`src/rtl/riscv_mem_loader.sv`:
```
// riscv_mem_loader: boot loader and data-memory port arbiter for the RV32I core.
// It holds the core in reset while a host streams an image into data memory.
// Words are written to consecutive addresses starting at BASE_ADDR.
// It then releases the core and passes the core's memory port through.
// Optional feature macro: RISCV_LOADER_CHECKSUM_EN adds a CHECK state. CHECK
// compares the running sum of the loaded words against the host checksum.
module riscv_mem_loader #(
   parameter int unsigned       XLEN      = 32,
   parameter int unsigned       ADDR_W    = 32,
   parameter int unsigned       MAX_WORDS = 1024,
   parameter logic [ADDR_W-1:0] BASE_ADDR = '0
) (
   input  logic                           clk,
   input  logic                           reset,
   input  logic                           ld_start,
   input  logic [$clog2(MAX_WORDS):0]     ld_len,
   input  logic [XLEN-1:0]                ld_csum,
   input  logic                           ld_abort,
   input  logic                           ld_valid,
   input  logic [XLEN-1:0]                ld_data,
   output logic                           ld_ready,
   output logic                           ld_busy,
   output logic                           ld_done,
   output logic                           ld_error,
   output logic                           cpu_reset,
   input  logic                           cpu_MemWrite,
   input  logic [ADDR_W-1:0]              cpu_DataAdr,
   input  logic [XLEN-1:0]                cpu_WriteData,
   output logic                           MemWrite,
   output logic [ADDR_W-1:0]              DataAdr,
   output logic [XLEN-1:0]                WriteData
);

   localparam int unsigned      LEN_W   = $clog2(MAX_WORDS) + 1;
   localparam logic [LEN_W-1:0] MAX_LEN = LEN_W'(MAX_WORDS);

   typedef enum logic [2:0] {
      S_IDLE  = 3'd0,
      S_LOAD  = 3'd1,
`ifdef RISCV_LOADER_CHECKSUM_EN
      S_CHECK = 3'd2,
`endif
      S_RUN   = 3'd3,
      S_ERROR = 3'd4
   } state_t;

   state_t           state_q, state_d;
   logic [LEN_W-1:0] count_q, count_d;
   logic [LEN_W-1:0] len_q, len_d;
   logic             cpu_reset_q, busy_q, done_q, error_q;
   logic             xfer;
   logic             last_word;

`ifdef RISCV_LOADER_CHECKSUM_EN
   logic [XLEN-1:0]  sum_q, sum_d;
   logic [XLEN-1:0]  csum_q, csum_d;
`else
   // The checksum port exists in every build so the host wiring never changes.
   logic             unused_csum;
   assign unused_csum = ^ld_csum;
`endif

   // A word moves only in LOAD. Abort and reset both cancel the word in flight.
   assign xfer      = (state_q == S_LOAD) && ld_valid && !ld_abort && !reset;
   assign last_word = (count_q == (len_q - LEN_W'(1)));

   assign ld_ready  = (state_q == S_LOAD);
   assign ld_busy   = busy_q;
   assign ld_done   = done_q;
   assign ld_error  = error_q;
   assign cpu_reset = cpu_reset_q;

   // Next-state, word counter and session capture for the load sequencer
   always_comb begin
      state_d = state_q;
      count_d = count_q;
      len_d   = len_q;
`ifdef RISCV_LOADER_CHECKSUM_EN
      sum_d   = sum_q;
      csum_d  = csum_q;
`endif
      case (state_q)
         S_IDLE: begin
            if (ld_start) begin
               if (ld_len == '0) begin
                  state_d = S_RUN;
               end else if (ld_len > MAX_LEN) begin
                  state_d = S_ERROR;
               end else begin
                  state_d = S_LOAD;
                  len_d   = ld_len;
                  count_d = '0;
`ifdef RISCV_LOADER_CHECKSUM_EN
                  sum_d   = '0;
                  csum_d  = ld_csum;
`endif
               end
            end
         end
         S_LOAD: begin
            if (ld_abort) begin
               state_d = S_IDLE;
            end else if (ld_valid) begin
               count_d = count_q + LEN_W'(1);
`ifdef RISCV_LOADER_CHECKSUM_EN
               sum_d   = sum_q + ld_data;
               if (last_word) state_d = S_CHECK;
`else
               if (last_word) state_d = S_RUN;
`endif
            end
         end
`ifdef RISCV_LOADER_CHECKSUM_EN
         S_CHECK: state_d = (sum_q == csum_q) ? S_RUN : S_ERROR;
`endif
         S_RUN:   state_d = S_RUN;
         S_ERROR: state_d = S_ERROR;
         default: state_d = S_IDLE;
      endcase
   end

   // State register with status outputs registered from the next state
   always_ff @(posedge clk) begin
      if (reset) begin
         state_q     <= S_IDLE;
         count_q     <= '0;
         cpu_reset_q <= 1'b1;
         busy_q      <= 1'b0;
         done_q      <= 1'b0;
         error_q     <= 1'b0;
      end else begin
         state_q     <= state_d;
         count_q     <= count_d;
         cpu_reset_q <= (state_d != S_RUN);
`ifdef RISCV_LOADER_CHECKSUM_EN
         busy_q      <= (state_d == S_LOAD) || (state_d == S_CHECK);
`else
         busy_q      <= (state_d == S_LOAD);
`endif
         done_q      <= (state_d == S_RUN);
         error_q     <= (state_d == S_ERROR);
      end
   end

   // Session length (and checksum values) are only meaningful while loading, so no reset
   always_ff @(posedge clk) begin
      len_q  <= len_d;
`ifdef RISCV_LOADER_CHECKSUM_EN
      sum_q  <= sum_d;
      csum_q <= csum_d;
`endif
   end

   // Memory port: core passthrough in RUN, loader word during a transfer, idle otherwise
   always_comb begin
      MemWrite  = 1'b0;
      DataAdr   = '0;
      WriteData = '0;
      if (state_q == S_RUN) begin
         MemWrite  = cpu_MemWrite && !reset;
         DataAdr   = cpu_DataAdr;
         WriteData = cpu_WriteData;
      end else if (xfer) begin
         MemWrite  = 1'b1;
         DataAdr   = BASE_ADDR + (ADDR_W'(count_q) << 2);
         WriteData = ld_data;
      end
   end

endmodule

```
`config.mk`:
```
export PLATFORM = sky130hd
export DESIGN_NAME = riscv_mem_loader
export DESIGN_NICKNAME = d
export VERILOG_FILES = /design/src/rtl/riscv_mem_loader.sv
export SDC_FILE = /design/constraint.sdc
export NUM_CORES = 1
export LEC_CHECK = 0
export CORE_MARGIN = 3
export CORE_UTILIZATION = 33
export CTS_BUF_LIST = sky130_fd_sc_hd__clkbuf_16
export CTS_CLUSTER_SIZE = 16
export DETAILED_ROUTE_END_ITERATION = 8
export GPL_TIMING_DRIVEN = 0
export PLACE_DENSITY = 0.9
export RECOVER_POWER = 50
export SYNTH_ARGS = -nofsm -noshare
export SYNTH_HDL_FRONTEND = slang
export SYNTH_SLANG_ARGS = --single-unit
export TNS_END_PERCENT = 100
```
`constraint.sdc`:
```
create_clock -name clk -period 5.9 [get_ports clk]
set_input_delay 0.59 -clock clk [delete_from_list [all_inputs] [get_ports clk]]
set_output_delay 0.59 -clock clk [all_outputs]
set_load 0.02 [all_outputs]
```
==> qor.txt <==
Drt first pass iters: 4
GR Util All Layers: 0.2143
Hold Path Stages: 1
Seq pwr share: 0.354
Final number of setup-violating endpoints: 0
Clk buf depth: 2
Synth Instances: 252
CTS tree: done
Wire length per cell: 17.53 um
Placeable Area: 6459 um2
Post-DP Area: 4143 um2
First-pass GRT wire length: 12.91 mm
Die width: 88.29 um
Std cell rows: 29
Worst endpoint data arrival time: 3.20 ns
Hold Crit Class: register to register
CTS resizes: 0
Post-CTS Setup Inserts: 0
Worst Path Required: 5.31 ns
Setup TNS: 0 ns
Count of cell types in the netlist: 54
Seq/Total Area, Yosys: 0.3091
HPWL after DPL: 7.651 mm
Minimum setup slack among reg-to-reg paths: 3.28 ns
Clock period minus final worst setup slack: 3.787 ns
Max cap viols: 0
Clock slew at reported path FFs: 0.05 ns
Kind of critical path: input pin to primary output
Max-Slew Margin vs Limit: 0.3921
CP Capture Type: primary output
Switching share of power: 0.2135
Diode count: 0
Largest cells by area after synthesis: a22o_1, dfxtp_1, edfxtp_1, and2_1, xor2_1
Post-synth top area cell: a22o_1
Leakage power: 1.581 nW
Worst Skew: 0.004605 ns
Hold Fails Final Rpt: 0
Worst-margin pin slew: 0.9085 ns
IR drop worst, VDD: 0.1660 mV
Layout cells sized above 1: 0.04762
Setup crit start: ld_valid
Vias in the first global route: 2553
CTS Root Buffer Type: clkbuf_16
Avg Inst Size Synth: 8.868 um2
Dominant synthesized flop cell: dfxtp_1
Antenna violations before repair: 0
Synth async-reset ratio: 0
Post-route cell area: 4285 um2
Via count: 2715
R2r startpoint: len_q[0]
Starting DRC count in detailed routing: 67
Yosys top cell area share: 0.1685
Final WL: 9.081 mm
Port bufs: 181
Pin count of the biggest net entering global routing: 13
Internal: 0.0004946 W
Status: completed
Final Cycle Share: 0.6419
Die area: 7795 um2
Io pins: 215
Clock Latency Late Sink: 0.28 ns
Post-synth EDFFs: 11
Most frequent cell after synthesis: a22o_1
R2R Path End: ld_done
FMAX: 0.2641 GHz
Startpoint Class: input pin
Unrepaired setup endpoints after global routing: false
Synth cell count leaders: a22o_1, and2_1, dfxtp_1, nor2_1, clkbuf_1
Gpl congestion: 0.8082
Reg2Reg Depth: 9
Die H: 88.29 um
Worst Hold Path EP: state_q[2]
Hold buffer count at CTS: 0
Worst Path Max Fanout: 10
CTS buffer count: 5
Seq cells post-synth: 29
Min-delay src: state_q[1]
Slew Viols, Final: 0
Area of the mapped netlist: 2235 um2
Clk pwr share: 0.447
Net Switching: 0.0001342 W
Syn_nets: 399
Clock Sinks: 29
Avg Vias per Cell: 5.241
Power density cells: 146.7 nW/um2
Nets: 587
Antenna viol nets, final: 0
Comb power frac: 0.200
Final Power: 0.0006288 W
Layout area overhead: 91.77%
Synth warn: 0
Initial core utilization: 0.3460
CTS H-tree lvls: 2
DRC violations left: 0
Total gr overflow: 0
-- worst max-delay path, cell delays in order --
cell,delay (ns)
clkdlybuf4s50_1,0.52
nand2_1,0.09
nor2_1,0.18
nand2_1,0.11
nor2_1,0.42
clkbuf_1,0.42
a22o_1,0.25
clkdlybuf4s50_1,0.62
-- worst max path at each step --
| stage | endpoint | cells after the start | slack (ns) |
|---|---|---|---|
| finish | WriteData[28] | 8 | 2.11 |
| global route | WriteData[12] | 8 | 1.93 |
| CTS | WriteData[28] | 8 | 2.09 |
| detailed placement | WriteData[28] | 8 | 2.09 |
| global placement | WriteData[12] | 8 | 2.18 |
| floorplan | count_q[0] | 7 | 3.40 |
-- per-layer routing --
layer	GRT usage	vias to the layer above	part of all wire
met4	0.03846	0	0.0058
met3	0.05866	7	0.081
met2	0.3555	108	0.49
met1	0.2829	1265	0.42
met5	0	-	0
li1	-	1335	-
-- sequential cells by signal, indices dropped and copies added, names as in the netlist --
| name | cells |
|---|---|
| len_q | 11 |
| state_q | 3 |
| cpu_reset | 1 |
| ld_done | 1 |
| ld_error | 1 |
| ld_busy | 1 |
| count_q | 11 |
-- power by group through the flow --
stage	Clock, W	Combinational (W)	Sequential (W)
2_1_floorplan	0	0.0000359	0.000226
3_3_place_gp	0	0.000125	0.000226
3_5_place_dp	0	0.000129	0.000226
4_1_cts	0.000286	0.000129	0.000222
5_1_grt	0.000296	0.000134	0.000223
6_report	0.000281	0.000126	0.000222
-- per-stage QoR --
stage	worst slack (ns)	instances	hold WS [ns]	util
final	2.113	518	0.5340	0.6635
after global routing	1.927	518	0.5770	0.6635
after CTS	2.090	518	0.5340	0.6672
after floorplan	3.405	252	0.4869	-
after global placement	2.184	510	0.5214	0.6414
after detailed placement	2.092	510	0.5291	0.6414
-- placed cells by master, fill, tap and decap left out, drive strengths merged, types with 2 or more instances in the layout --
cell type / count
mux2i: 3
and2: 25
xor2: 10
nand3: 6
clkdlybuf4s50: 155
or4: 5
o31a: 2
or2: 3
a21oi: 5
inv: 4
a31oi: 3
a32oi: 2
o31ai: 2
nor2b: 2
a211oi: 2
or3: 6
nand2: 13
nor2: 17
nand4b: 3
nor4: 4
and3: 4
dlygate4sd3: 26
ha: 2
dfxtp: 18
edfxtp: 11
buf: 4
clkbuf: 20
o21ai: 4
xnor2: 9
a22o: 43
nor3: 9
nand4: 3
-- logic make-up (layout without fill, tap and decap cells) --
logic type | count (synthesis) | count (layout) | share of synthesized area
muxes | 3 | 3 | 0.01344
buffers and inverters | 23 | 212 | 0.04367
xor gates and xnor gates | 19 | 19 | 0.07783
AOI/OAI and AO/OA | 69 | 69 | 0.2598
DFF | 29 | 29 | 0.3091
and+or+nand+nor | 107 | 107 | 0.2850
adders and majority gates | 2 | 2 | 0.01120
-- final cells by class --
cell class	instances	area, um2
Timing Repair Buffer	181	1812
Multi-Input combinational cell	200	1424
Sequential cell	29	690.7
Buffer	19	81.33
Tap cell	77	96.34
Clock buffer	5	125.1
Inverter	4	15.01
Clock inverter	3	41.29
Fill cell	530	2173
No activity file was read; power rests on OpenSTA's default activity.
